$ cat src/rtl/flash_fetch_unit.sv
// Instruction fetcher: issues one flash byte read per cycle, tracks the read latency
// with a tag pipeline and presents the assembled word over a valid/ready handshake.
module flash_fetch_unit #(
    parameter int unsigned ADDR_WIDTH   = 24,
    parameter int unsigned INSTR_BYTES  = 4,
    parameter int unsigned READ_LATENCY = 1,
    parameter bit          BIG_ENDIAN   = 1'b1
) (
    input  logic                     clk,
    input  logic                     reset,
    input  logic                     fetch_req,
    input  logic [ADDR_WIDTH-1:0]    fetch_addr,
    output logic                     fetch_ready,
    input  logic                     fetch_flush,
    output logic                     instr_valid,
    input  logic                     instr_ready,
    output logic [8*INSTR_BYTES-1:0] instr,
    output logic [ADDR_WIDTH-1:0]    instr_addr,
    output logic                     flash_re,
    output logic [ADDR_WIDTH-1:0]    flash_addr,
    input  logic [7:0]               flash_out
);

    localparam int unsigned    KW     = (INSTR_BYTES > 1) ? $clog2(INSTR_BYTES) : 1;
    localparam logic [KW-1:0]  K_LAST = KW'(INSTR_BYTES - 1);

    if (INSTR_BYTES == 0 || INSTR_BYTES > 8 || READ_LATENCY == 0 || READ_LATENCY > 4) begin : g_cfg_error
        $error("flash_fetch_unit: INSTR_BYTES must be 1..8 and READ_LATENCY 1..4");
    end

    typedef enum logic [1:0] {IDLE, ISSUE, DRAIN, HOLD} state_t;

    state_t                  state, state_next;
    logic [ADDR_WIDTH-1:0]   base;
    logic [KW-1:0]           k;
    logic [KW-1:0]           lane;
    logic                    accept, issuing, cap_valid, cap_last;
    logic                    tag_v    [READ_LATENCY];
    logic                    tag_last [READ_LATENCY];
    logic [KW-1:0]           tag_lane [READ_LATENCY];

    assign lane      = BIG_ENDIAN ? (K_LAST - k) : k;
    assign cap_valid = tag_v[READ_LATENCY-1];
    assign cap_last  = cap_valid & tag_last[READ_LATENCY-1];
    assign accept    = fetch_ready & fetch_req & ~fetch_flush;

    always_ff @(posedge clk or posedge reset) begin
        if (reset) state <= IDLE;
        else       state <= state_next;
    end

    always_comb begin
        state_next = state;
        case (state)
            IDLE:    if (accept) state_next = ISSUE;
            ISSUE:   if (k == K_LAST) state_next = DRAIN;
            DRAIN:   if (cap_last) state_next = HOLD;
            HOLD: begin
                if (accept)           state_next = ISSUE;
                else if (instr_ready) state_next = IDLE;
            end
            default: state_next = IDLE;
        endcase
        if (fetch_flush) state_next = IDLE;
    end

    always_comb begin
        issuing     = (state == ISSUE);
        flash_re    = issuing;
        flash_addr  = issuing ? (base + ADDR_WIDTH'(k)) : '0;
        instr_valid = (state == HOLD);
        fetch_ready = (state == IDLE) | ((state == HOLD) & instr_ready);
        instr_addr  = base;
    end

    // Each issued byte carries its lane through a READ_LATENCY-deep tag pipe; the
    // byte is written when its tag reaches the end, so late data after a flush is dropped.
    always_ff @(posedge clk or posedge reset) begin
        if (reset) begin
            base  <= '0;
            k     <= '0;
            instr <= '0;
            for (int unsigned i = 0; i < READ_LATENCY; i++) begin
                tag_v[i]    <= 1'b0;
                tag_last[i] <= 1'b0;
                tag_lane[i] <= '0;
            end
        end else begin
            if (fetch_flush) begin
                for (int unsigned i = 0; i < READ_LATENCY; i++) begin
                    tag_v[i]    <= 1'b0;
                    tag_last[i] <= 1'b0;
                end
            end else begin
                tag_v[0]    <= issuing;
                tag_last[0] <= issuing & (k == K_LAST);
                tag_lane[0] <= lane;
                for (int unsigned i = 1; i < READ_LATENCY; i++) begin
                    tag_v[i]    <= tag_v[i-1];
                    tag_last[i] <= tag_last[i-1];
                    tag_lane[i] <= tag_lane[i-1];
                end
                if (cap_valid) instr[{tag_lane[READ_LATENCY-1], 3'b000} +: 8] <= flash_out;
            end

            if (accept) begin
                base  <= fetch_addr;
                k     <= '0;
                instr <= '0;
            end else if (issuing && !fetch_flush) begin
                k <= k + 1'b1;
            end
        end
    end

endmodule

$ cat config.mk
export PLATFORM = sky130hd
export DESIGN_NAME = flash_fetch_unit
export DESIGN_NICKNAME = d
export VERILOG_FILES = /design/src/rtl/flash_fetch_unit.sv
export SDC_FILE = /design/constraint.sdc
export NUM_CORES = 1
export LEC_CHECK = 0
export CAP_MARGIN = 20
export CORE_MARGIN = 2
export CORE_UTILIZATION = 45
export CTS_CLUSTER_SIZE = 12
export DETAILED_ROUTE_END_ITERATION = 10
export GPL_TIMING_DRIVEN = 0
export MAX_ROUTING_LAYER = met4
export PLACE_DENSITY_LB_ADDON = 0.1
export SYNTH_ARGS = -nofsm -noshare
export SYNTH_HDL_FRONTEND = slang
export SYNTH_SLANG_ARGS = --single-unit
$ cat constraint.sdc
create_clock -name clk -period 3.2 [get_ports clk]
set_input_delay 0.64 -clock clk [delete_from_list [all_inputs] [get_ports clk]]
set_output_delay 0.64 -clock clk [all_outputs]
set_load 0.05 [all_outputs]
# == Word-level counts from Yosys, hierarchy flattened ==
# Index checks and enable logic that the tools add are counted.
# totals
reg_bits,64
inputBits,37
mem_bits_rw,0
latch_bits,0
rom_bits,0
n_memories,0
# op_classes
n_eq_ne,9
shifts,2
n_div,0
n_addsub,4
n_bitwise,7
muxes,16
n_reduce_logical,7
magnitude_cmp,0
mul,0
# op_table
operator,n
32-bit two-way mux,3
32-bit bitwise mux,1
"8-bit by 7-bit variable shift with 32-bit output, first input constant",1
8-bit by 7-bit variable part select with 32-bit output,1
24-bit by 2-bit adder with 24-bit output,1
24-bit two-way mux,1
2-bit two-way mux,8
2-bit one-hot mux with 4 select lines,1
5-bit negation with 7-bit output,1
"2-bit == test, second input constant",3
"3-bit inequality test, second input constant",2
1-bit bitwise AND,5
"4-bit by 2-bit inequality test with 1-bit output, second input constant",1
4-bit AND reduction,1
2-bit nonzero test,2
"3-bit by 2-bit inequality test with 1-bit output, second input constant",1
"2-bit by 1-bit adder with 2-bit output, second input constant",1
"2-bit by 1-bit == test with 1-bit output, second input constant",1
2-bit zero test,1
1-bit two-way mux,2
"2-bit by 1-bit inequality test with 1-bit output, second input constant",1
2-bit AND reduction,1
"2-bit subtractor, first input constant",1
1-bit logical AND,1
3 further kinds,3

# == Depth between registers and ports, before layout ==
# Gate-level depths: netlist (run 1).
# logic_depth
ltp_word,8
depth_mapped,8
depth_no_buf,7

# == Worst setup path before layout (run 1) ==
# OpenSTA, ideal clock, no wires.
# synth_path
kind,register to output
startpoint,register base[0] (netlist: instr_addr[0])
endpoint,output flash_addr[18]
path_stages_with_launch,8
setup_slack_ps,-488
n_path_buf,1
t_arrival_ps,3048
cell_sequence,dfrtp_1 ha_1 fa_1 nand4_1 or4_1 buf_2 or3_1 a21oi_1
# synth_between
elab_chain_len,2
# synth_rtl
element,line_no,source
from (decl),34,logic [ADDR_WIDTH-1:0] base;
from (signal assigned),107,base <= fetch_addr;
24-bit by 2-bit adder with 24-bit output,70,flash_addr = issuing ? (base + ADDR_WIDTH'(k)) : '0;
24-bit two-way mux,70,
to (decl),20,"output logic [ADDR_WIDTH-1:0] flash_addr,"
# No other way between the ends.

# == Worst setup path after layout (run 1) ==
# layout_path
startpoint,register k[0]
endpoint,output flash_addr[22]
# layout_between
elab_chain_len,2
# layout_rtl
element,line_no,source
from (decl),35,logic [KW-1:0] k;
from (signal assigned),111,k <= k + 1'b1;
24-bit by 2-bit adder with 24-bit output,70,
24-bit two-way mux,70,
# No other way between the ends.

==> metrics.json, run 1 <==
{
  "period_minus_slack": {"value": 3.32, "unit": "ns"},
  "finalMaxSlewViolations": {"value": 0},
  "finalCritPeriodShare": {"value": 104, "unit": "%"},
  "pwr_density_cell": {"value": 934, "unit": "nW/um^2"},
  "die_w": {"value": 90.1, "unit": "um"},
  "crit_type": {"value": "flip-flop to primary output"},
  "syn2layout_area_growth": {"value": 48.3, "unit": "%"},
  "clkLatencyLatePin": {"value": 0.34, "unit": "ns"},
  "die_area": {"value": 8130, "unit": "sq um"},
  "antenna_violating_nets_post_route": {"value": 0},
  "cts-htree-levels": {"value": 3},
  "hold_end": {"value": "instr[1]"},
  "postPlaceCellArea": {"value": 4720, "unit": "sq um"},
  "async_flop_share": {"value": 100, "unit": "%"},
  "worst_r2r_src": {"value": "tag_lane[0]"},
  "number_of_standard_cells_after_synthesis": {"value": 314},
  "setup_total_negative_slack": {"value": -0.196, "unit": "ns"},
  "fin_worst_hold_slack": {"value": 0.500, "unit": "ns"},
  "worst_hold_startpoint": {"value": "instr[1]"},
  "path_clk_slew": {"value": 0.07, "unit": "ns"},
  "timing.critical_path.to_type": {"value": "primary output"},
  "finClkSkew": {"value": 0.0122, "unit": "ns"},
  "worstReg2RegEnd": {"value": "instr[29]"},
  "worst_setup_path_start_kind": {"value": "flip-flop"},
  "rrSetupSlack": {"value": 0.84, "unit": "ns"},
  "row_count": {"value": 31},
  "global_route.overflow_total": {"value": 0},
  "cp.required": {"value": 2.56, "unit": "ns"},
  "synth_top_cells_by_area": {"value": "dfrtp_1 48%, mux2_2 7.8%, a22o_1 6.0%"},
  "status": {"value": "complete, but fails checks"},
  "max-clock-path-buffers": {"value": 2},
  "synth_enable_flop_cells": {"value": 0},
  "via_density_per_instance": {"value": 5.50},
  "syn-num-nets": {"value": 365},
  "synth_area_per_cell": {"value": 10.6, "unit": "sq um"},
  "avgRoutedWirePerCell": {"value": 17.0, "unit": "um"},
  "critPathArrivalTime": {"value": 2.68, "unit": "ns"},
  "worst_slew_pin_slew": {"value": 0.882, "unit": "ns"},
  "maxCapViolCount": {"value": 0},
  "grt_usage": {"value": 24.6, "unit": "%"},
  "grt_start_max_net_pins": {"value": 40},
  "netlist_area": {"value": 3340, "unit": "sq um"},
  "synth_seq_area_share": {"value": 48.0, "unit": "%"},
  "synth_top_flop_cell": {"value": "dfrtp_1"},
  "violations": {"value": "setup timing"},
  "cts_buf_count": {"value": 9},
  "drt_pre_antenna_iters": {"value": 5},
  "critPathMaxFanout": {"value": 6},
  "core_area": {"value": 7210, "unit": "sq um"},
  "achievable-frequency": {"value": 301, "unit": "MHz"},
  "drc": {"value": 0},
  "tightest_slew_margin_relative_to_the_limit": {"value": 40.4, "unit": "%"},
  "dieHeight": {"value": 90.1, "unit": "um"},
  "cts_root_buf": {"value": "clkbuf_8"},
  "final_weighted_congestion_in_routability_driven_placement": {"value": 0.904},
  "postLayoutSetupSlackWorst": {"value": -0.121, "unit": "ns"},
  "yosys_register_bits": {"value": 64},
  "final_net_count": {"value": 502},
  "stdcell_area": {"value": 4950, "unit": "sq um"},
  "antenna_cells": {"value": 0},
  "start_util": {"value": 46.3, "unit": "%"},
  "vias": {"value": 3050},
  "total_leakage_power": {"value": 2.12, "unit": "nW"},
  "power": {"value": 4.63, "unit": "mW"},
  "hold_violations": {"value": 0},
  "setup_repair_after_global_routing_missed_its_margin": {"value": "true"},
  "number_of_antenna_violations_at_the_first_check_in_global_routing": {"value": 0},
  "hold_crit_depth": {"value": 2},
  "synth_warnings": {"value": 0},
  "irDropWorstVdd": {"value": 620, "unit": "uV"},
  "synth_top_area_cell": {"value": "dfrtp_1"},
  "dpl.hpwl": {"value": 6.94, "unit": "mm"},
  "post-synth-top-area-fraction": {"value": 48.0, "unit": "%"},
  "pre_cts_ws": {"value": -0.662, "unit": "ns"},
  "r2r.worst_path.cells": {"value": 5},
  "holdCritPathClass": {"value": "flip-flop to flip-flop"},
  "setup_viol": {"value": 2},
  "cts_tree": {"value": "done"},
  "grt_pass1_vias": {"value": 3008},
  "fraction_of_final_layout_cells_with_drive_strength_greater_than_1": {"value": 19.5, "unit": "%"},
  "synth_cell_types": {"value": 46},
  "port-buffer-count": {"value": 119},
  "first_pass_grt_wire_length": {"value": 15.5, "unit": "mm"},
  "design.portCount": {"value": 120},
  "detail_route.wirelength": {"value": 9.43, "unit": "mm"},
  "drt-initial-drc-count": {"value": 157},
  "cts_num_sinks": {"value": 64}
}
==> cell type report <==
type | count | area (sq um)
inverter | 13 | 48.8
buffer | 9 | 45.0
multi-input combinational | 227 | 1730
timing repair buffer | 127 | 1220
fill | 572 | 2260
clock inverter | 6 | 43.8
clock buffer | 10 | 138
sequential | 64 | 1600
tap | 99 | 124
==> how the worst max path moves through the flow <==
| stage | depth (start not counted) | slack, ns | start | to |
|---|---|---|---|---|
| after detailed placement | 8 | -0.66 | k[0] | flash_addr[18] |
| after global routing | 7 | -0.23 | k[0] | flash_addr[22] |
| after floorplan | 6 | 0.01 | instr_addr[1] | flash_addr[18] |
| after CTS | 8 | -0.12 | k[0] | flash_addr[22] |
| final | 7 | -0.12 | k[0] | flash_addr[22] |
| after global placement | 8 | -0.64 | k[0] | flash_addr[22] |
==> stage by stage <==
step | util [%] | instances
global route | 68.7 | 555
CTS | 68.3 | 552
finish | 68.7 | 555
global placement | 65.1 | 532
detailed placement | 65.4 | 533
floorplan | - | 314
==> per-layer routing <==
layer  track usage (%)  up-vias  share of wire, %
met5                 -        -                 0
met4              8.46        0               1.8
met3              4.53       19               5.4
met2              37.2      121                46
met1              33.4     1497                46
li1                  -     1413                 -
==> synthesized netlist by cell type, types with 4 or more instances <==
library cell  count
a21oi_1          17
a22o_1           23
and2_1            4
buf_2             4
clkbuf_1          4
dfrtp_1          64
ha_1             13
inv_1            13
mux2_2           23
mux2i_1           4
nand2_1          25
nand3_1           8
nand4_1           5
nor2_1           24
nor2b_1           5
nor3_1            4
nor4_1            5
o21ai_0          12
or3_1             6
xnor2_1           9
==> repair_timing <==
action / 4_1_cts / 5_1_grt
buffers inserted: 3 / 4
endpoints found under the setup margin: 22 / 17
gates resized for setup: 66 / 28
endpoints found under the hold margin: 0 / 0
pin swaps: 3 / 3
hold buffers: 0 / 0
==> worst max-delay path: stages (launching register included) <==
cell,delay (ns)
dfrtp_1,0.39
ha_4,0.17
fa_2,0.23
nand4_1,0.18
or4_4,0.65
or3_4,0.40
a21oi_4,0.15
buf_6,0.17
==> registers in the layout (all words and copies together), names as in the netlist <==
signal and count:
state 2, instr_addr 24, instr 32, tag_lane 2
cap_valid 1, k 2, tag_last 1
==> cells by family (layout without fill, tap and decap cells) <==
logic type,Yosys count,count (layout),synth area share (%)
xor+xnor,12,12,3.15
simple gates,108,108,17.6
buf+inv,23,165,2.96
flops,64,64,48.0
fa+ha+maj,14,14,5.47
mux,27,27,8.95
compound gates,66,66,13.9
==> report_power, final <==
part / total, mW / switching (mW) / internal [mW] / leakage (nW)
logic: 2.66 / 1.72 / 0.939 / 1.20
registers: 1.33 / 0.314 / 1.02 / 0.830
clock network: 0.631 / 0.326 / 0.304 / 0.0926
==> layout by cell type (no fill, tap or decap), types with 6 or more instances in the layout <==
cell,Yosys,final
clkdlybuf4s50_1,0,97
dfrtp_1,64,62
nand2_1,25,25
nor2_1,24,23
a22o_1,23,23
mux2_2,23,23
inv_1,13,12
ha_1,13,12
a21oi_1,17,11
o21ai_0,12,11
clkbuf_8,0,10
xnor2_1,9,9
buf_4,0,9
nand3_1,8,8
clkbuf_2,0,6
(Power assumes the default switching activity.)
==> run 2, diff against run 1 <==
--- a/config.mk
+++ b/config.mk
@@ -6,7 +6,7 @@
 export NUM_CORES = 1
 export LEC_CHECK = 0
 export CAP_MARGIN = 20
-export CORE_MARGIN = 2
+export CORE_MARGIN = 4
 export CORE_UTILIZATION = 45
 export CTS_CLUSTER_SIZE = 12
 export DETAILED_ROUTE_END_ITERATION = 10
==> run 2 against run 1 <==
The flow now finishes without violations; core utilization grew 0.19 points; clock power up 21%; via count fell by 0.89%; register-to-register slack better by 0.03 ns; critical path type unchanged; largest cell class unchanged.
==> metrics.json, run 2 (synthesized netlist as in run 1, its figures left out) <==
{
  "status": {"value": "finished clean"},
  "cpMostUsedCell": {"value": "buf_6"},
  "finalCritPeriodShare": {"value": 100, "unit": "%", "change": "-3.8 points"},
  "port-buffer-count": {"value": 119, "change": "unchanged"},
  "cts-hold-fix-buffers": {"value": 0, "change": "unchanged"},
  "cts_buf_count": {"value": 9, "change": "unchanged"},
  "syn2layout_area_growth": {"value": 48.7, "unit": "%"},
  "die_w": {"value": 94.1, "unit": "um", "change": "+4.4%"},
  "final_net_count": {"value": 500, "change": "-0.40%"},
  "final_weighted_congestion_in_routability_driven_placement": {"value": 0.931, "change": "+3.1%"},
  "cts-htree-levels": {"value": 3, "change": "unchanged"},
  "finalMaxSlewViolations": {"value": 0, "change": "unchanged"},
  "setup_total_negative_slack": {"value": 0, "unit": "ns", "change": "+0.196 ns"},
  "crit_slowest_cell": {"value": "or4_1"},
  "crit_type": {"value": "flip-flop to primary output"},
  "drt-initial-drc-count": {"value": 202, "change": "+29%"},
  "worst_setup_path_start_kind": {"value": "flip-flop"},
  "ff_latch_area": {"value": 1600, "unit": "sq um", "change": "unchanged"},
  "cp.required": {"value": 2.56, "unit": "ns", "change": "about the same"},
  "largest_reg_flops": {"value": 32, "change": "unchanged"},
  "finClkSkew": {"value": 0.0103, "unit": "ns", "change": "-0.00194 ns"},
  "irDropWorstVdd": {"value": 632, "unit": "uV", "change": "+1.9%"},
  "via_density_per_instance": {"value": 5.47, "change": "-0.53%"},
  "dpl.hpwl": {"value": 7.24, "unit": "mm", "change": "+4.3%"},
  "die_area": {"value": 8860, "unit": "sq um", "change": "+9.1%"},
  "holdCritPathClass": {"value": "flip-flop to flip-flop"},
  "cp.buffers_inverters": {"value": 2, "change": "+1"},
  "cts_num_sinks": {"value": 64, "change": "unchanged"},
  "clkLatencyLatePin": {"value": 0.35, "unit": "ns", "change": "about the same"},
  "first_pass_grt_wire_length": {"value": 15.2, "unit": "mm", "change": "-2.0%"},
  "critPathMaxStageDelay": {"value": 0.46, "unit": "ns", "change": "-0.19 ns"},
  "dieHeight": {"value": 94.1, "unit": "um", "change": "+4.4%"},
  "start_util": {"value": 46.3, "unit": "%", "change": "unchanged"},
  "row_count": {"value": 31, "change": "unchanged"},
  "cts_root_buf": {"value": "clkbuf_8"},
  "fraction_of_final_layout_cells_with_drive_strength_greater_than_1": {"value": 18.7, "unit": "%", "change": "-0.80 points"},
  "path_clk_slew": {"value": 0.08, "unit": "ns", "change": "about the same"},
  "largest-register": {"value": "instr"},
  "stdcell_area": {"value": 4970, "unit": "sq um", "change": "+0.28%"},
  "critPathArrivalTime": {"value": 2.56, "unit": "ns", "change": "-0.12 ns"},
  "antenna_cells": {"value": 0, "change": "unchanged"},
  "worst_slew_pin_slew": {"value": 0.828, "unit": "ns", "change": "-0.0535 ns"},
  "vias": {"value": 3023, "change": "-0.89%"},
  "cts_tree": {"value": "done"},
  "global_route.overflow_total": {"value": 0, "change": "unchanged"},
  "avgRoutedWirePerCell": {"value": 17.4, "unit": "um", "change": "+2.2%"},
  "achievable-frequency": {"value": 313, "unit": "MHz", "change": "+3.8%"},
  "design.portCount": {"value": 120, "change": "unchanged"},
  "pre_cts_ws": {"value": -0.681, "unit": "ns", "change": "-0.0191 ns"},
  "critPathTopFamily": {"value": "simple AND/OR/NAND/NOR gates"},
  "total_leakage_power": {"value": 2.11, "unit": "nW", "change": "-0.39%"},
  "worstPathCellList": {"value": "ha_4, fa_2, nand4_1, or4_1, buf_6, or3_4, a21oi_4, buf_6"},
  "tightest_slew_margin_relative_to_the_limit": {"value": 44.0, "unit": "%", "change": "+3.6 points"},
  "period_minus_slack": {"value": 3.20, "unit": "ns", "change": "-0.121 ns"},
  "postLayoutSetupSlackWorst": {"value": 0.0000302, "unit": "ns", "change": "+0.121 ns"},
  "timing.critical_path.to_type": {"value": "primary output"},
  "number_of_antenna_violations_at_the_first_check_in_global_routing": {"value": 0, "change": "unchanged"},
  "maxCapViolCount": {"value": 0, "change": "unchanged"},
  "count_of_filler_cells_inserted_in_the_layout": {"value": 601, "change": "+5.1%"},
  "multi_input_comb_area": {"value": 1720, "unit": "sq um", "change": "-0.72%"},
  "setup_repair_after_global_routing_missed_its_margin": {"value": "true"},
  "pwr_density_cell": {"value": 954, "unit": "nW/um^2", "change": "+2.2%"},
  "detail_route.wirelength": {"value": 9.61, "unit": "mm", "change": "+1.8%"},
  "setup_viol": {"value": 0, "change": "-2"},
  "drc": {"value": 0, "change": "unchanged"},
  "hold_violations": {"value": 0, "change": "unchanged"},
  "commonest_non_fill_non_tap_cell_in_the_layout": {"value": "clkdlybuf4s50_1"},
  "postPlaceCellArea": {"value": 4720, "unit": "sq um", "change": "unchanged"},
  "drt_pre_antenna_iters": {"value": 4, "change": "-1"},
  "layout_common_cells": {"value": "97 x clkdlybuf4s50_1, 62 x dfrtp_1, 25 x nand2_1"},
  "grt_pass1_vias": {"value": 3029, "change": "+0.70%"},
  "max-clock-path-buffers": {"value": 2, "change": "unchanged"},
  "antenna_violating_nets_post_route": {"value": 0, "change": "unchanged"},
  "grt_start_max_net_pins": {"value": 37, "change": "-7.5%"},
  "core_area": {"value": 7210, "unit": "sq um", "change": "unchanged"},
  "grt_usage": {"value": 22.8, "unit": "%", "change": "-1.7 points"},
  "critPathMaxFanout": {"value": 6, "change": "unchanged"}
}
-- run 2: cell type report --
type	count	area share [%]
clock buffers	9	2.49
plain buffers	10	1.13
repair buffers	124	24.1
multi-input cells	227	34.6
flip-flops and latches	64	32.3
inverters	13	0.982
well taps	99	2.49
clock inverters	7	1.94
-- run 2: stage by stage --
step                power (mW)  std cells  util, %  hold slack [ns]
finish                    4.74        553     68.9            0.504
global route              4.99        553     68.9            0.523
CTS                       4.76        553     69.1            0.509
detailed placement        3.99        533     65.4            0.482
global placement          3.92        532     65.1            0.486
floorplan                 3.08        314        -            0.496
-- run 2: path summary, 6_finish.rpt --
| check | start | to | slack [ns] | depth (start not counted) |
|---|---|---|---|---|
| min in group asynchronous | reset | instr_addr[9] | 0.71 | 2 |
| worst max register to register | tag_lane[0] | instr[29] | 0.87 | 5 |
| max in group asynchronous | reset | k[1] | 1.87 | 3 |
| worst min register to register | instr[1] | instr[1] | 0.50 | 2 |
| worst max-delay path | k[0] | flash_addr[18] | 0.00003 | 8 |
| worst min-delay path | instr[1] | instr[1] | 0.50 | 2 |
-- run 2: repair_timing --
action / in CTS / in global routing
gates resized for setup: 66 / 19
buffers inserted: 4 / 0
setup endpoints to repair: 22 / 17
pin swaps: 7 / 0
-- run 2: tightest hold or removal path: stages (launching register included) --
cell and delay [ns]:
dfrtp_1 0.36, nand2_1 0.05, o31ai_1 0.06
-- run 2: power breakdown --
part | total (mW) | switching (mW) | internal [mW]
clock network | 0.761 | 0.323 | 0.438
logic | 2.65 | 1.72 | 0.925
registers | 1.33 | 0.309 | 1.02
-- run 2: routing by layer --
layer	global-route usage (%)	wire [um]	up-vias
li1	-	-	1407
met1	31.2	4360	1504
met2	34.0	4490	102
met3	5.21	617	10
met4	6.98	131	0
met5	-	0	-
==> run 3, diff against run 2 <==
--- a/config.mk
+++ b/config.mk
@@ -6,13 +6,14 @@
 export NUM_CORES = 1
 export LEC_CHECK = 0
 export CAP_MARGIN = 20
-export CORE_MARGIN = 4
+export CORE_MARGIN = 2
 export CORE_UTILIZATION = 45
 export CTS_CLUSTER_SIZE = 12
 export DETAILED_ROUTE_END_ITERATION = 10
 export GPL_TIMING_DRIVEN = 0
 export MAX_ROUTING_LAYER = met4
 export PLACE_DENSITY_LB_ADDON = 0.1
+export RECOVER_POWER = 25
 export SYNTH_ARGS = -nofsm -noshare
 export SYNTH_HDL_FRONTEND = slang
 export SYNTH_SLANG_ARGS = --single-unit
==> run 3 against run 2 <==
The flow now finishes with violations (setup timing); clock-buffer cell count grew 1; via count grew 0.69%; clock skew grew 0.0019 ns; design area shrank 0.60%; register-to-register slack lost 0.03 ns; setup slack lost 0.12 ns; wire length shrank 1.9%; sequential cell count is the same; critical path type unchanged; largest cell class unchanged; largest power group unchanged; highest routed layer unchanged.
==> metrics.json, run 3 (synthesized netlist as in run 1, its figures left out) <==
{
  "status": {"value": "complete, but fails checks"},
  "violations": {"value": "setup timing"},
  "drt_pre_antenna_iters": {"value": 5, "change": "+1"},
  "critPathMaxFanout": {"value": 6, "change": "unchanged"},
  "irDropWorstVdd": {"value": 620, "unit": "uV", "change": "-1.9%"},
  "dieHeight": {"value": 90.1, "unit": "um", "change": "-4.2%"},
  "drc": {"value": 0, "change": "unchanged"},
  "start_util": {"value": 46.3, "unit": "%", "change": "unchanged"},
  "cts_num_sinks": {"value": 64, "change": "unchanged"},
  "commonest_non_fill_non_tap_cell_in_the_layout": {"value": "clkdlybuf4s50_1"},
  "largest-register": {"value": "instr"},
  "finClkSkew": {"value": 0.0122, "unit": "ns", "change": "+0.00191 ns"},
  "die_area": {"value": 8130, "unit": "sq um", "change": "-8.3%"},
  "grt_start_max_net_pins": {"value": 40, "change": "+8.1%"},
  "pwr_density_cell": {"value": 936, "unit": "nW/um^2", "change": "-1.8%"},
  "global_route.overflow_total": {"value": 0, "change": "unchanged"},
  "cts-htree-levels": {"value": 3, "change": "unchanged"},
  "postLayoutSetupSlackWorst": {"value": -0.121, "unit": "ns", "change": "-0.121 ns"},
  "setup_viol": {"value": 2, "change": "+2"},
  "port-buffer-count": {"value": 119, "change": "unchanged"},
  "period_minus_slack": {"value": 3.32, "unit": "ns", "change": "+0.121 ns"},
  "die_w": {"value": 90.1, "unit": "um", "change": "-4.2%"},
  "fraction_of_final_layout_cells_with_drive_strength_greater_than_1": {"value": 19.1, "unit": "%", "change": "+0.36 points"},
  "cts_root_buf": {"value": "clkbuf_8"},
  "row_count": {"value": 31, "change": "unchanged"},
  "achievable-frequency": {"value": 301, "unit": "MHz", "change": "-3.6%"},
  "layout_common_cells": {"value": "95 x clkdlybuf4s50_1, 62 x dfrtp_1, 25 x nand2_1"},
  "clkLatencyLatePin": {"value": 0.34, "unit": "ns", "change": "about the same"},
  "design.portCount": {"value": 120, "change": "unchanged"},
  "critPathArrivalTime": {"value": 2.68, "unit": "ns", "change": "+0.12 ns"},
  "largest_reg_flops": {"value": 32, "change": "unchanged"},
  "final_weighted_congestion_in_routability_driven_placement": {"value": 0.904, "change": "-3.0%"},
  "antenna_cells": {"value": 0, "change": "unchanged"},
  "timing.critical_path.to_type": {"value": "primary output"},
  "syn2layout_area_growth": {"value": 47.8, "unit": "%"},
  "final_net_count": {"value": 502, "change": "+0.40%"},
  "number_of_antenna_violations_at_the_first_check_in_global_routing": {"value": 0, "change": "unchanged"},
  "grt_pass1_vias": {"value": 3008, "change": "-0.69%"},
  "rrSetupSlack": {"value": 0.84, "unit": "ns", "change": "-0.03 ns"},
  "worst_setup_path_start_kind": {"value": "flip-flop"},
  "vias": {"value": 3044, "change": "+0.69%"},
  "path_clk_slew": {"value": 0.07, "unit": "ns", "change": "about the same"},
  "cts_buf_count": {"value": 9, "change": "unchanged"},
  "hold_violations": {"value": 0, "change": "unchanged"},
  "pre_cts_ws": {"value": -0.662, "unit": "ns", "change": "+0.0191 ns"},
  "detail_route.wirelength": {"value": 9.43, "unit": "mm", "change": "-1.9%"},
  "cts_tree": {"value": "done"},
  "first_pass_grt_wire_length": {"value": 15.5, "unit": "mm", "change": "+2.0%"},
  "avgRoutedWirePerCell": {"value": 17.0, "unit": "um", "change": "-2.2%"},
  "cp.required": {"value": 2.56, "unit": "ns", "change": "about the same"},
  "antenna_violating_nets_post_route": {"value": 0, "change": "unchanged"},
  "core_area": {"value": 7210, "unit": "sq um", "change": "unchanged"},
  "setup_repair_after_global_routing_missed_its_margin": {"value": "true"},
  "max-clock-path-buffers": {"value": 2, "change": "unchanged"},
  "grt_usage": {"value": 24.6, "unit": "%", "change": "+1.7 points"},
  "maxCapViolCount": {"value": 0, "change": "unchanged"},
  "holdCritPathClass": {"value": "flip-flop to flip-flop"},
  "fin_cells": {"value": 555, "change": "+0.36%"},
  "power": {"value": 4.62, "unit": "mW", "change": "-2.4%"},
  "tightest_slew_margin_relative_to_the_limit": {"value": 33.1, "unit": "%", "change": "-11 points"},
  "numPlacedInstances": {"value": 533, "change": "unchanged"},
  "drt-initial-drc-count": {"value": 161, "change": "-20%"},
  "crit_type": {"value": "flip-flop to primary output"},
  "dpl.hpwl": {"value": 6.94, "unit": "mm", "change": "-4.1%"},
  "total_leakage_power": {"value": 2.12, "unit": "nW", "change": "about the same"},
  "via_density_per_instance": {"value": 5.48, "change": "+0.33%"},
  "finalCritPeriodShare": {"value": 104, "unit": "%", "change": "+3.8 points"},
  "finalMaxSlewViolations": {"value": 0, "change": "unchanged"},
  "worst_slew_pin_slew": {"value": 1.00, "unit": "ns", "change": "+0.175 ns"}
}
run 3: cell types whose count changed in the layout (fill, tap and decap cells not counted), moves of 2 or more:
cell             before  now
buf_2                 6    3
buf_4                 5    9
bufinv_16             2    0
clkbuf_2              5    7
clkdlybuf4s50_1      97   95
clkinvlp_4            3    1
dlygate4sd3_1         0    2
run 3: metal layers:
layer	routed length, um	GRT usage, %	up-vias
met2	4380	37.2	117
met5	0	-	-
met4	171	8.46	0
li1	-	-	1414
met1	4370	33.4	1494
met3	511	4.53	19
run 3: metrics by stage:
stage               instance area, sq um  setup TNS, ns  hold WS (ns)  util [%]
floorplan                           3380              0         0.496         -
global placement                    4700         -15.75         0.476      65.1
detailed placement                  4720          -3.14         0.481      65.4
CTS                                 4930         -0.267         0.498      68.3
global route                        4940         -0.487         0.523      68.4
finish                              4940         -0.197         0.500      68.4
run 3: worst paths after layout:
check | to | startpoint | cells past startpoint
worst max-delay path | flash_addr[22] | k[0] | 7
worst min register to register | instr[1] | instr[1] | 2
worst min-delay path | instr[1] | instr[1] | 2
min in group asynchronous | instr_addr[16] | reset | 2
worst max register to register | instr[29] | tag_lane[0] | 5
max in group asynchronous | k[1] | reset | 3
run 3: worst max-delay path, cell delays in order (launching register included):
cell	delay, ns
dfrtp_1	0.39
ha_4	0.17
fa_2	0.23
nand4_1	0.18
or4_4	0.65
or3_4	0.40
a21oi_4	0.15
buf_6	0.17
run 3: timing repair:
| action | CTS | global route |
|---|---|---|
| setup endpoints to repair | 22 | 17 |
| pin swaps | 3 | 3 |
| resized for setup | 66 | 28 |
| hold buffers | 0 | 0 |
| buffers inserted | 3 | 4 |
run 3: layout make-up:
type	instances	area, sq um
sequential	64	1600
clock inverter	6	43.8
tap	99	124
inverter	13	48.8
multi-input combinational	227	1730
fill	573	2280
timing repair buffer	127	1200
clock buffer	10	138
buffer	9	43.8
run 3: report_power, final:
part           leakage, nW  switching, mW  internal [mW]  total [mW]
clock network       0.0926          0.327          0.304       0.632
logic                 1.19           1.72          0.936        2.66
registers            0.830          0.315           1.02        1.33
